## src/rtl/bus_arbiter.sv

```systemverilog
// bus_arbiter
//   Two-master, three-slave bus arbiter with address decode and a one-cycle
//   registered read-response path. Master 0 is the core and master 1 is the
//   DMA/debug port. Arbitration is round-robin. A master that holds its lock
//   request keeps the bus, but only for MAX_LOCK contended grants in a row.
//
// Ports
//   clk, rst_n                      clock, asynchronous active-low reset
//   mX_req/we/lock/addr/wdata       master request channel (X = 0, 1)
//   mX_gnt                          combinational accept for this cycle
//   mX_rvalid, mX_err               one-cycle response pulses, next cycle
//   m_rdata                         shared read data, qualified by mX_rvalid
//   s_r_enable, s_w_enable          slave read / write strobes
//   s_addr, s_wdata                 winning master's address / write data
//   sel_mem, sel_tim, sel_uart      one-hot slave select for this transfer
//   mem_rdata, tim_rdata, uart_rdata  slave read data, one cycle after strobe

module bus_arbiter #(
  parameter int                 ADDR_W    = 32,
  parameter int                 DATA_W    = 32,
  parameter logic [ADDR_W-1:0]  MEM_BASE  = 'h0000_0000,
  parameter logic [ADDR_W-1:0]  MEM_END   = 'h0000_07FF,
  parameter logic [ADDR_W-1:0]  TIM_BASE  = 'h0000_1000,
  parameter logic [ADDR_W-1:0]  TIM_END   = 'h0000_100F,
  parameter logic [ADDR_W-1:0]  UART_BASE = 'h0000_1010,
  parameter logic [ADDR_W-1:0]  UART_END  = 'h0000_101F,
  parameter int                 MAX_LOCK  = 8
) (
  input  logic              clk,
  input  logic              rst_n,

  input  logic              m0_req,
  input  logic              m0_we,
  input  logic              m0_lock,
  input  logic [ADDR_W-1:0] m0_addr,
  input  logic [DATA_W-1:0] m0_wdata,
  output logic              m0_gnt,
  output logic              m0_rvalid,
  output logic              m0_err,

  input  logic              m1_req,
  input  logic              m1_we,
  input  logic              m1_lock,
  input  logic [ADDR_W-1:0] m1_addr,
  input  logic [DATA_W-1:0] m1_wdata,
  output logic              m1_gnt,
  output logic              m1_rvalid,
  output logic              m1_err,

  output logic [DATA_W-1:0] m_rdata,

  output logic              s_r_enable,
  output logic              s_w_enable,
  output logic [ADDR_W-1:0] s_addr,
  output logic [DATA_W-1:0] s_wdata,
  output logic              sel_mem,
  output logic              sel_tim,
  output logic              sel_uart,

  input  logic [DATA_W-1:0] mem_rdata,
  input  logic [DATA_W-1:0] tim_rdata,
  input  logic [DATA_W-1:0] uart_rdata
);

  localparam int CNT_W = (MAX_LOCK < 1) ? 1 : $clog2(MAX_LOCK + 1);
  localparam logic [CNT_W-1:0] LOCK_LIMIT = CNT_W'(MAX_LOCK);

  // Range check done as an offset compare so a base of zero needs no
  // special case: (a - lo) wraps to a large value when a < lo.
  function automatic logic in_range(input logic [ADDR_W-1:0] a,
                                    input logic [ADDR_W-1:0] lo,
                                    input logic [ADDR_W-1:0] hi);
    logic [ADDR_W-1:0] off;
    off = a - lo;
    return off <= (hi - lo);
  endfunction

  // Arbitration state: who won last, whether that winner asked to keep
  // the bus, and how many locked grants the other master has sat through.
  logic             last_m1;
  logic             lock_held;
  logic [CNT_W-1:0] lock_cnt;

  logic              both_req;
  logic              lock_force;
  logic              win_m1;
  logic              any_gnt;
  logic              win_we;
  logic              win_lock;
  logic [ADDR_W-1:0] win_addr;
  logic [DATA_W-1:0] win_wdata;
  logic              hit_mem;
  logic              hit_tim;
  logic              hit_uart;
  logic              mapped;

  // Registered response state for the transfer granted last cycle.
  logic       rv0_q;
  logic       rv1_q;
  logic       err0_q;
  logic       err1_q;
  logic [2:0] rsel_q;

  // Winner selection. Under contention the lock holder keeps the bus while
  // its budget lasts; otherwise the master that did not win last goes.
  // Grants are forced low while reset is asserted.
  always_comb begin
    both_req   = m0_req & m1_req;
    lock_force = lock_held & (lock_cnt < LOCK_LIMIT);
    if (both_req) begin
      win_m1 = lock_force ? last_m1 : ~last_m1;
    end else begin
      win_m1 = m1_req;
    end
    m1_gnt  = rst_n & m1_req & win_m1;
    m0_gnt  = rst_n & m0_req & ~win_m1;
    any_gnt = m0_gnt | m1_gnt;
  end

  // Forward the winning request; everything reads as zero when idle.
  always_comb begin
    win_we    = 1'b0;
    win_lock  = 1'b0;
    win_addr  = '0;
    win_wdata = '0;
    if (m1_gnt) begin
      win_we    = m1_we;
      win_lock  = m1_lock;
      win_addr  = m1_addr;
      win_wdata = m1_wdata;
    end else if (m0_gnt) begin
      win_we    = m0_we;
      win_lock  = m0_lock;
      win_addr  = m0_addr;
      win_wdata = m0_wdata;
    end
  end

  // Address decode is qualified by the grant, since an idle bus drives
  // address zero which would otherwise decode as memory.
  always_comb begin
    hit_mem    = any_gnt & in_range(win_addr, MEM_BASE, MEM_END);
    hit_tim    = any_gnt & in_range(win_addr, TIM_BASE, TIM_END);
    hit_uart   = any_gnt & in_range(win_addr, UART_BASE, UART_END);
    mapped     = hit_mem | hit_tim | hit_uart;
    sel_mem    = hit_mem;
    sel_tim    = hit_tim;
    sel_uart   = hit_uart;
    s_r_enable = mapped & ~win_we;
    s_w_enable = mapped & win_we;
    s_addr     = win_addr;
    s_wdata    = win_wdata;
  end

  // lock_cnt only advances when the same master wins a contended cycle,
  // which can only happen through the lock. The limit forces a switch,
  // and that switch clears the count.
  always_ff @(posedge clk or negedge rst_n) begin
    if (!rst_n) begin
      last_m1   <= 1'b1;
      lock_held <= 1'b0;
      lock_cnt  <= '0;
    end else if (!any_gnt) begin
      lock_held <= 1'b0;
      lock_cnt  <= '0;
    end else begin
      last_m1   <= m1_gnt;
      lock_held <= win_lock;
      if (m1_gnt != last_m1) begin
        lock_cnt <= '0;
      end else if (both_req && (lock_cnt < LOCK_LIMIT)) begin
        lock_cnt <= lock_cnt + CNT_W'(1);
      end
    end
  end

  // Capture the owner and slave select of this cycle's transfer so the
  // response comes back exactly one cycle later. Unmapped accesses,
  // whether read or write, answer with err instead of rvalid.
  always_ff @(posedge clk or negedge rst_n) begin
    if (!rst_n) begin
      rv0_q  <= 1'b0;
      rv1_q  <= 1'b0;
      err0_q <= 1'b0;
      err1_q <= 1'b0;
      rsel_q <= 3'b000;
    end else begin
      rv0_q  <= m0_gnt & s_r_enable;
      rv1_q  <= m1_gnt & s_r_enable;
      err0_q <= m0_gnt & ~mapped;
      err1_q <= m1_gnt & ~mapped;
      rsel_q <= s_r_enable ? {hit_uart, hit_tim, hit_mem} : 3'b000;
    end
  end

  assign m0_rvalid = rv0_q;
  assign m1_rvalid = rv1_q;
  assign m0_err    = err0_q;
  assign m1_err    = err1_q;

  always_comb begin
    case (rsel_q)
      3'b001:  m_rdata = mem_rdata;
      3'b010:  m_rdata = tim_rdata;
      3'b100:  m_rdata = uart_rdata;
      default: m_rdata = '0;
    endcase
  end

endmodule
```

## config.mk

```make
export PLATFORM = sky130hd
export DESIGN_NAME = bus_arbiter
export DESIGN_NICKNAME = d
export VERILOG_FILES = /design/src/rtl/bus_arbiter.sv
export SDC_FILE = /design/constraint.sdc
export NUM_CORES = 1
export LEC_CHECK = 0
export ABC_AREA = 1
export CORE_AREA = 3 3 130 132
export CTS_CLUSTER_SIZE = 12
export DETAILED_ROUTE_END_ITERATION = 10
export DIE_AREA = 0 0 133 135
export PLACE_DENSITY_LB_ADDON = 0.25
export REMOVE_ABC_BUFFERS = 1
export SETUP_SLACK_MARGIN = 0.02
export SLEW_MARGIN = 10
export SYNTH_ARGS = -nofsm -noshare
export SYNTH_HDL_FRONTEND = slang
export SYNTH_SLANG_ARGS = --single-unit
```

## constraint.sdc

```tcl
create_clock -name clk -period 7.7 [get_ports clk]
set_input_delay 1.155 -clock clk [delete_from_list [all_inputs] [get_ports clk]]
set_output_delay 1.155 -clock clk [all_outputs]
set_load 0.01 [all_outputs]
```

==> results.py, run 1 <==
metrics = {
    "run_status": {
        "outcome": "completed",
    },
    "clock_tree": {
        "cts_tree": "done",
        "cts_sinks": 13,
        "cts_setup_buffers": 0,
        "path_clk_slew_ns": 0.04,
        "clock_latency_ns": 0.24,
        "root_buffer": "clkbuf_16",
        "ctsHoldBuffers": 0,
        "cts_buffer_depth": 2,
        "post_cts_resized": 0,
        "cts_inserted_buffers": 3,
        "h-tree-depth": 1,
    },
    "synthesis": {
        "synth_largest_area_cell": "nand2_1",
        "synthDistinctLibCells": 36,
        "synth_most_common_cell": "nand2_1",
        "syn_inst": 597,
        "synth_edf_count": 0,
        "synth.avg_cell_area_um2": 5.925,
        "synth_top_flop_cell": "dfrtp_1",
        "yosys_register_bits": 13,
        "yosysTopAreaCellShare_pct": 21.75,
        "yosysSeqAreaShare_pct": 9.232,
        "yosysWarnings": 0,
        "synthTopCellsByCount": "nand2_1 (205), nand3_1 (83), nor2_1 (47), a22o_1 (37), inv_1 (33)",
        "synth_area_um2": 3537,
        "synth_area_leaders": "nand2_1 (22%), nand3_1 (12%), a22o_1 (9.2%), dfrtp_1 (8.5%), nor2_1 (5.0%)",
        "synth-async-reset-ratio_pct": 100.0,
    },
    "worst_setup_path": {
        "startpoint_type": "primary input",
        "crit_top_cell": "nand2_1",
        "arrival_ns": 4.81,
        "cp_cell_sequence": "clkdlybuf4s50_1, nand3_2, buf_4, nand2_4, nand3_1, nand2_1, nor2_1, nand2_2, nor2_4, nand3_1, nand2_1, nand2_1, clkinv_1, nand2_1, nor2_1, nand3_2, nand2_1, inv_2, a21oi_1, clkdlybuf4s50_1",
        "worstPathMaxFanout": 27,
        "path_class": "in -> out",
        "max_stage_delay_ns": 0.59,
        "path_depth": 20,
        "crit_buf_inv": 5,
        "cp-end-kind": "output port",
        "cp.required_ns": 6.55,
        "crit_family": "simple AND/OR/NAND/NOR gates",
        "reg2reg_depth": 21,
        "crit_slowest_cell": "clkdlybuf4s50_1",
    },
    "power_and_ir_drop": {
        "clkPwrFrac_pct": 16.2,
        "power_density_nw_per_um2": 82.66,
        "switchingPower_uw": 232.7,
        "leakagePower_uw": 0.003037,
        "p_int_uw": 357.1,
        "max-vdd-ir-drop_mv": 0.07494,
        "seqPwrFrac_pct": 12.4,
        "pwr-share-comb_pct": 71.3,
        "swShare_pct": 39.46,
    },
    "floorplanning": {
        "die_x_um": 133,
        "dieArea_um2": 17960,
        "io_pins": 339,
        "dieHeight_um": 135,
        "start_util_pct": 22.35,
        "row_count": 46,
        "coreArea_um2": 15830,
    },
    "global_routing": {
        "grt_max_degree": 40,
        "antenna_found_initial": 0,
        "grt-ovfl-total": 0,
        "grt_pass1_vias": 5164,
        "grt_pass1_wl_mm": 28.64,
        "grt.total_usage_pct": 19.69,
    },
    "sta": {
        "tightest_slew_ns": 1.189,
        "setup_tns_ns": 0,
        "relSlewSlack_pct": 20.66,
        "drv_slew": 0,
        "period_minus_slack_ns": 5.967,
        "finClkSkew_ns": 0.001920,
        "fin_ws_ns": 1.733,
        "max_freq_mhz": 167.6,
        "final-hold-violation-count": 0,
        "rsz0062_at_grt": "no",
        "period_share_pct": 77.49,
        "finalSetupViolCount": 0,
    },
    "final_layout": {
        "n_fill_cell": 1635,
        "final_area_um2": 7136,
        "fin_cells": 1129,
        "finalCoreUtilization_pct": 45.08,
        "diodes": 0,
        "area_growth_pct": 101.7,
        "drive_gt1_share_pct": 12.16,
        "layout.nets": 1147,
    },
    "placement": {
        "io_buffers": 338,
        "placed_cells": 1125,
        "post-place-ws_ns": 1.740,
        "place_congestion": 0.9775,
        "place_area_um2": 7057,
        "place_hpwl_mm": 16.05,
    },
    "detailed_routing": {
        "drt_wl_total_mm": 18.69,
        "drt_iter0_drc": 217,
        "via_count": 5208,
        "antenna_left": 0,
        "dr.pass1.iters": 5,
        "viasPerCell": 4.613,
        "drc_errors": 0,
        "drt-wirelength-per-cell_um": 16.55,
    },
    "flow_run": {
        "max_cap_viol_count": 0,
    },
    "hold_path": {
        "min_path_type": "reg -> reg",
        "holdPathStages": 2,
    },
}
-- final cells by class --
class | count | area [µm²] | share of cell area (%)
repair buffers | 344 | 3418 | 47.90
multi-input cells | 503 | 2856 | 40.03
flip-flops and latches | 13 | 326.6 | 4.577
well taps | 216 | 270.3 | 3.787
inverters | 49 | 185.2 | 2.595
clock buffers | 4 | 78.83 | 1.105
-- registers in the layout, summed over array words and instances (netlist names) --
register	count
last_m1	1
lock_cnt	4
lock_held	1
m0_err	1
m0_rvalid	1
m1_err	1
m1_rvalid	1
rsel_q	3
-- layer usage --
metal / vias to the layer above / routed length (µm) / track usage, % / share of wire (%)
li1: 2623 / - / - / -
met1: 2309 / 7172 / 22.48 / 38
met2: 266 / 9415 / 36.91 / 50
met3: 10 / 1897 / 6.110 / 10
met4: 0 / 204 / 2.483 / 1.1
met5: - / 0 / 0 / 0
-- through the flow --
step           hold slack [ns]  power [µW]
2_1_floorplan           0.5008       264.7
3_3_place_gp            0.5157       497.0
3_5_place_dp            0.5333       495.9
4_1_cts                 0.5472       594.1
5_1_grt                 0.5718       633.9
6_report                0.5430       589.9
-- tightest hold or removal path, delay by kind of cell, from the launching register on --
| kind | cells | cell delay [ns] |
|---|---|---|
| DFF | 1 | 0.33 |
| AOI/OAI and AO/OA | 1 | 0.11 |
| buffers and inverters | 1 | 0.05 |
-- cell usage in the layout, fill, tap and decap left out, types with 6 or more instances in the layout --
cell,instances
inv_2,12
nand3_2,6
a21oi_1,6
a22o_1,37
nand2_2,23
nand4_1,21
clkdlybuf4s50_1,336
nand3_1,83
buf_4,6
nand4_4,6
nand4_2,10
nor2_1,47
dfrtp_1,12
nor2_4,10
nand2_1,205
nand2_4,11
nor2_2,12
inv_1,33
-- power groups by stage --
stage	Clock [µW]	Combinational [µW]	Sequential, µW
4_1_cts	97.3	423	73.5
6_report	95.7	421	73.4
2_1_floorplan	0	190	74.5
5_1_grt	101	459	73.6
3_5_place_dp	0	422	74.4
3_3_place_gp	0	423	74.3
-- worst paths after layout --
| check | startpoint | end | slack [ns] |
|---|---|---|---|
| worst min register to register | lock_cnt[3] | lock_cnt[3] | 0.54 |
| worst min-delay path | lock_cnt[3] | lock_cnt[3] | 0.54 |
| min in group asynchronous | rst_n | lock_cnt[0] | 0.90 |
| max in group asynchronous | rst_n | last_m1 | 6.43 |
| worst max-delay path | m0_req | s_w_enable | 1.73 |
| worst max register to register | last_m1 | m0_rvalid | 4.35 |
-- kinds of logic (layout without fill, tap and decap cells) --
logic type | count (synthesis) | in the layout | synth area share, %
and+or+nand+nor | 442 | 442 | 66.68
xor gates and xnor gates | 5 | 5 | 1.238
buffers and inverters | 81 | 397 | 10.29
adders and majority gates | 1 | 1 | 0.3537
AOI/OAI and AO/OA | 55 | 55 | 12.20
DFF | 13 | 13 | 9.233
Power figures use the tool's default switching activity.
==> run 2: changes to the inputs <==
--- a/config.mk
+++ b/config.mk
@@ -6,10 +6,10 @@
 export NUM_CORES = 1
 export LEC_CHECK = 0
 export ABC_AREA = 1
-export CORE_AREA = 3 3 130 132
+export CORE_AREA = 3 3 131 133
 export CTS_CLUSTER_SIZE = 12
 export DETAILED_ROUTE_END_ITERATION = 10
-export DIE_AREA = 0 0 133 135
+export DIE_AREA = 0 0 134 136
 export PLACE_DENSITY_LB_ADDON = 0.25
 export REMOVE_ABC_BUFFERS = 1
 export SETUP_SLACK_MARGIN = 0.02
==> constraint.sdc (replaced) <==
create_clock -name clk -period 4.9 [get_ports clk]
set_input_delay 0.735 -clock clk [delete_from_list [all_inputs] [get_ports clk]]
set_output_delay 0.735 -clock clk [all_outputs]
set_load 0.01 [all_outputs]
==> results.py, run 2 (synthesis gave the netlist of run 1 again) <==
metrics = {
    "hold_path": {
        "holdPathStages": 2,
        "min_path_type": "reg -> reg",
    },
    "worst_setup_path": {
        "crit_start": "m0_req",
        "crit_buf_inv": 5,
        "cp_cell_sequence": "dlymetal6s2s_1, nand3_4, buf_4, buf_4, nand4_2, nand2_2, nor2_1, nand3_1, nand2_1, nand2_2, o21ai_0, nand4_1, nor2_4, nand3_4, nand2_4, nand2_4, inv_2, clkdlybuf4s50_1",
        "crit_family": "simple AND/OR/NAND/NOR gates",
        "r2r_slack_ns": 2.07,
        "arrival_ns": 3.55,
        "cp-end-kind": "output port",
        "cp.required_ns": 4.16,
        "path_class": "in -> out",
        "path_depth": 18,
        "crit_slowest_cell": "clkdlybuf4s50_1",
        "reg2reg_depth": 18,
        "max_stage_delay_ns": 0.53,
        "worstPathMaxFanout": 8,
        "cp-endpoint": "s_r_enable",
        "startpoint_type": "primary input",
        "r2r_end": "m0_rvalid",
        "timing.rr.start": "last_m1",
    },
    "floorplanning": {
        "row_count": 46,
        "coreArea_um2": 15940,
        "io_pins": 339,
        "start_util_pct": 22.19,
        "dieHeight_um": 136,
        "dieArea_um2": 18220,
        "die_x_um": 134,
    },
    "sta": {
        "period_share_pct": 87.46,
        "setup_tns_ns": 0,
        "final-hold-violation-count": 0,
        "rsz0062_at_grt": "no",
        "finalSetupViolCount": 0,
        "relSlewSlack_pct": 32.08,
        "finClkSkew_ns": 0.0007890,
        "drv_slew": 0,
        "max_freq_mhz": 233.3,
        "tightest_slew_ns": 1.018,
        "period_minus_slack_ns": 4.286,
    },
    "global_routing": {
        "grt_pass1_wl_mm": 29.21,
        "grt_max_degree": 40,
        "grt_pass1_vias": 5305,
        "antenna_found_initial": 1,
        "grt.total_usage_pct": 20.03,
        "grt-ovfl-total": 0,
    },
    "final_layout": {
        "drive_gt1_share_pct": 13.99,
        "area_growth_pct": 106.4,
        "n_fill_cell": 1620,
        "regArea_um2": 326.6,
        "layout.nets": 1163,
        "finalCoreUtilization_pct": 45.80,
        "final_area_um2": 7302,
        "multi_input_area_um2": 2880,
        "largest_reg_flops": 4,
        "largestRegisters": "lock_cnt (4), rsel_q (3)",
        "max_flop_register": "lock_cnt",
        "layout_common_cells": "clkdlybuf4s50_1 (334), nand2_1 (204), nand3_1 (83)",
        "final_common_cell": "clkdlybuf4s50_1",
    },
    "clock_tree": {
        "cts_tree": "done",
        "cts_buffer_depth": 2,
        "path_clk_slew_ns": 0.04,
        "root_buffer": "clkbuf_16",
        "clock_latency_ns": 0.23,
        "cts_sinks": 13,
        "ctsHoldBuffers": 0,
        "cts_inserted_buffers": 3,
        "h-tree-depth": 1,
    },
    "run_status": {
        "outcome": "completed",
    },
    "detailed_routing": {
        "dr.pass1.iters": 4,
        "antenna_left": 0,
        "viasPerCell": 4.636,
        "drt_iter0_drc": 283,
        "via_count": 5313,
        "drt_wl_total_mm": 19.38,
        "drt-wirelength-per-cell_um": 16.91,
        "drc_errors": 0,
    },
    "placement": {
        "place_congestion": 0.9734,
        "io_buffers": 338,
        "place_area_um2": 7167,
        "place_hpwl_mm": 16.71,
    },
    "power_and_ir_drop": {
        "power_uw": 951.1,
        "power_density_nw_per_um2": 130.3,
        "leakagePower_uw": 0.003149,
        "max-vdd-ir-drop_mv": 0.08617,
    },
    "flow_run": {
        "max_cap_viol_count": 0,
    },
}
## run 2: cell count changes in the layout (fill, tap and decap cells not counted), sizes merged
cell | before | now
buf | 8 | 24
clkdlybuf4s50 | 336 | 334
dlymetal6s2s | 0 | 2
diode | 0 | 1
## run 2: area by class of cell
type	count	area share [%]
Antenna cell	1	0.03427
Clock buffer	4	1.080
Inverter	49	2.570
Multi-Input combinational cell	503	39.44
Sequential cell	13	4.472
Tap cell	216	3.701
Timing Repair Buffer	360	48.70
## run 2: power by group
part / switching, µW / leakage [µW] / internal (µW)
clock network: 40.1 / 0.0000382 / 109
registers: 2.54 / 0.000176 / 113
logic: 331 / 0.00293 / 356
total: 373 / 0.00315 / 578
## run 2: through the flow
stage / std cells / setup WS (ns) / hold WS, ns
CTS: 1142 / 0.04024 / 0.5436
global route: 1146 / 0.3422 / 0.5710
global placement: 1138 / 0.1038 / 0.5274
floorplan: 565 / 0.5991 / 0.4394
finish: 1146 / 0.6143 / 0.5367
detailed placement: 1138 / 0.03969 / 0.5391
## run 2: worst min path at each step
| stage | end | start | slack [ns] |
|---|---|---|---|
| floorplan | lock_cnt[0] | rst_n | 0.44 |
| global placement | lock_cnt[3] | lock_cnt[3] | 0.53 |
| detailed placement | lock_cnt[3] | lock_cnt[3] | 0.54 |
| CTS | lock_cnt[3] | lock_cnt[3] | 0.54 |
| global route | lock_cnt[3] | lock_cnt[3] | 0.57 |
| finish | lock_cnt[3] | lock_cnt[3] | 0.54 |
## run 2: metal layers
metal / global-route usage, % / part of all wire (%)
met1: 23.31 / 39
met2: 37.28 / 50
met3: 4.811 / 8.9
met4: 4.171 / 1.5
met5: 0 / 0
## run 2: repair_timing
action	4_1_cts	5_1_grt
endpoints found under the setup margin	0	3
buffers inserted	0	3
gates resized for setup	0	9
## run 2: worst reg2reg max path, delay by kind of cell, from the launching register on
kind | cells | cell delay (ns)
AO/OA/AOI/OAI | 1 | 0.21
AND/OR/NAND/NOR | 14 | 1.60
flip-flops | 1 | 0.52
buffers and inverters | 3 | 0.42
==> run 3: changes to the inputs <==
--- a/config.mk
+++ b/config.mk
@@ -5,11 +5,10 @@
 export SDC_FILE = /design/constraint.sdc
 export NUM_CORES = 1
 export LEC_CHECK = 0
-export ABC_AREA = 1
-export CORE_AREA = 3 3 131 133
+export CORE_AREA = 3 3 132 134
 export CTS_CLUSTER_SIZE = 12
 export DETAILED_ROUTE_END_ITERATION = 10
-export DIE_AREA = 0 0 134 136
+export DIE_AREA = 0 0 135 137
 export PLACE_DENSITY_LB_ADDON = 0.25
 export REMOVE_ABC_BUFFERS = 1
 export SETUP_SLACK_MARGIN = 0.02
==> results.py, run 3 <==
metrics = {
    "synthesis": {
        "synth.avg_cell_area_um2": 7.215,
        "synth_largest_area_cell": "a22o_1",
        "syn_inst": 394,
        "synth_most_common_cell": "a22o_1",
        "synthTopCellsByCount": "a22o_1 (53), nand2_1 (50), a22oi_1 (40), o21ai_0 (40), nor2_1 (30)",
        "yosys_register_bits": 13,
        "synth_top_flop_cell": "dfrtp_1",
        "yosysWarnings": 0,
        "synth_area_um2": 2843,
        "synthDistinctLibCells": 67,
        "synth_area_leaders": "a22o_1 (16%), a22oi_1 (11%), dfrtp_1 (11%), o21ai_0 (7.0%), nand2_1 (6.6%)",
        "yosysTopAreaCellShare_pct": 16.33,
        "synth_edf_count": 0,
        "synth-async-reset-ratio_pct": 100.0,
        "yosysSeqAreaShare_pct": 11.49,
    },
    "clock_tree": {
        "h-tree-depth": 1,
        "cts_sinks": 13,
        "cts_buffer_depth": 2,
        "clock_latency_ns": 0.24,
        "path_clk_slew_ns": 0.04,
        "cts_setup_buffers": 0,
        "root_buffer": "clkbuf_16",
        "ctsHoldBuffers": 0,
        "cts_tree": "done",
        "cts_inserted_buffers": 3,
    },
    "run_status": {
        "outcome": "completed",
    },
    "global_routing": {
        "grt_pass1_wl_mm": 28.07,
        "grt_pass1_vias": 4886,
        "grt-ovfl-total": 0,
        "grt.total_usage_pct": 19.31,
        "grt_max_degree": 34,
        "antenna_found_initial": 1,
    },
    "floorplanning": {
        "coreArea_um2": 16410,
        "die_x_um": 135,
        "row_count": 47,
        "start_util_pct": 17.33,
        "io_pins": 339,
        "dieArea_um2": 18500,
        "dieHeight_um": 137,
    },
    "detailed_routing": {
        "drc_errors": 0,
        "drt_iter0_drc": 158,
        "via_count": 4685,
        "drt-wirelength-per-cell_um": 20.60,
        "drt_wl_total_mm": 19.43,
        "antenna_left": 0,
        "dr.pass1.iters": 6,
        "viasPerCell": 4.968,
    },
    "sta": {
        "period_share_pct": 94.00,
        "period_minus_slack_ns": 4.606,
        "finalSetupViolCount": 0,
        "rsz0062_at_grt": "no",
        "drv_slew": 0,
        "max_freq_mhz": 217.1,
        "fin_ws_ns": 0.2940,
        "setup_tns_ns": 0,
        "tightest_slew_ns": 1.136,
        "relSlewSlack_pct": 23.96,
        "finClkSkew_ns": 0.002601,
        "final-hold-violation-count": 0,
    },
    "power_and_ir_drop": {
        "power_density_nw_per_um2": 132.9,
        "max-vdd-ir-drop_mv": 0.09120,
        "switchingPower_uw": 296.7,
        "pwr-share-comb_pct": 69.0,
        "clkPwrFrac_pct": 17.1,
        "leakagePower_uw": 0.002349,
        "seqPwrFrac_pct": 13.9,
        "swShare_pct": 34.07,
        "p_int_uw": 574.0,
    },
    "placement": {
        "place_hpwl_mm": 16.99,
        "place_area_um2": 6444,
        "io_buffers": 338,
        "post-place-ws_ns": 0.1867,
        "place_congestion": 0.9189,
        "placed_cells": 938,
    },
    "final_layout": {
        "largest_reg_flops": 4,
        "layout.nets": 956,
        "final_area_um2": 6551,
        "fin_cells": 943,
        "max_flop_register": "lock_cnt",
        "area_growth_pct": 130.5,
        "drive_gt1_share_pct": 9.280,
        "finalCoreUtilization_pct": 39.93,
        "largestRegisters": "lock_cnt (4), rsel_q (3)",
        "final_common_cell": "clkdlybuf4s50_1",
        "layout_common_cells": "clkdlybuf4s50_1 (338), a22o_1 (53), nand2_1 (50)",
    },
    "flow_run": {
        "max_cap_viol_count": 0,
    },
    "worst_setup_path": {
        "r2r_slack_ns": 2.12,
        "cp.required_ns": 4.16,
        "cp-end-kind": "output port",
        "startpoint_type": "primary input",
        "arrival_ns": 3.87,
        "path_class": "in -> out",
        "worstPathMaxFanout": 24,
    },
    "hold_path": {
        "min_path_type": "reg -> reg",
    },
}
==> run 3: cell types whose count changed in the layout (fill, tap and decap cells not counted), sizes merged, moves of 33 or more <==
cell | previous run | this run
o21ai | 10 | 45
inv | 45 | 9
nor2 | 72 | 30
nand4 | 37 | 4
nand2 | 239 | 50
a22oi | 0 | 45
nand3 | 90 | 11
==> run 3: final timing paths <==
check                        endpoint     from  cells past startpoint
setup / recovery           s_w_enable   m1_req                     12
min in group asynchronous   lock_held    rst_n                      2
setup reg to reg            m0_rvalid  last_m1                     10
max in group asynchronous     last_m1    rst_n                      2
hold reg to reg               last_m1  last_m1                      2
hold / removal                last_m1  last_m1                      2
==> run 3: area by class of cell <==
class,instances,area [µm²]
Clock buffer,4,78.83
Inverter,11,48.80
Timing Repair Buffer,356,3522
Fill cell,1618,9856
Antenna cell,1,2.502
Multi-Input combinational cell,338,2297
Sequential cell,13,326.6
Tap cell,220,275.3
==> run 3: worst max-delay path, cell delays in order <==
cell and delay [ns]:
clkdlybuf4s50_1 0.55, nor2b_1 0.26, a211o_4 0.19, inv_4 0.10, buf_4 0.22, a22oi_1 0.25, nand3_2 0.13, nor4_1 0.28
and3_2 0.25, o2111ai_4 0.18, a21boi_1 0.17, clkdlybuf4s50_1 0.55
==> run 3: repair_timing <==
action	in CTS	in global routing
gates resized for setup	0	4
hold endpoints to repair	0	0
endpoints found under the setup margin	0	2
==> run 3: cell families after synthesis <==
| family | count (synthesis) | synth area share, % |
|---|---|---|
| AOI/OAI and AO/OA | 186 | 50.71 |
| and+or+nand+nor | 142 | 25.57 |
| buffers and inverters | 43 | 8.846 |
| DFF | 13 | 11.49 |
| xor gates and xnor gates | 6 | 1.849 |
| muxes | 3 | 1.100 |
| adders and majority gates | 1 | 0.4401 |
==> run 3: power groups by stage <==
stage                     sequential [µW]  combinational (µW)  clock, µW
after floorplan                       121                 206          0
after global placement                122                 594          0
after detailed placement              122                 598          0
after CTS                             121                 601        152
after global routing                  122                 637        155
final                                 121                 600        149
==> run 3: stage by stage <==
| stage | hold slack (ns) | total power [µW] |
|---|---|---|
| after floorplan | 0.4394 | 326.9 |
| after global placement | 0.5201 | 715.6 |
| after detailed placement | 0.5431 | 720.7 |
| after CTS | 0.5487 | 873.7 |
| after global routing | 0.5830 | 914.5 |
| final | 0.5440 | 870.7 |
==> run 3: layer usage <==
| layer | global-route usage [%] | share of wire, % | vias up |
|---|---|---|---|
| li1 | - | - | 2196 |
| met1 | 18.93 | 33 | 2192 |
| met2 | 39.74 | 55 | 266 |
| met3 | 4.265 | 9.0 | 31 |
| met4 | 5.879 | 2.7 | 0 |
| met5 | 0 | 0 | - |
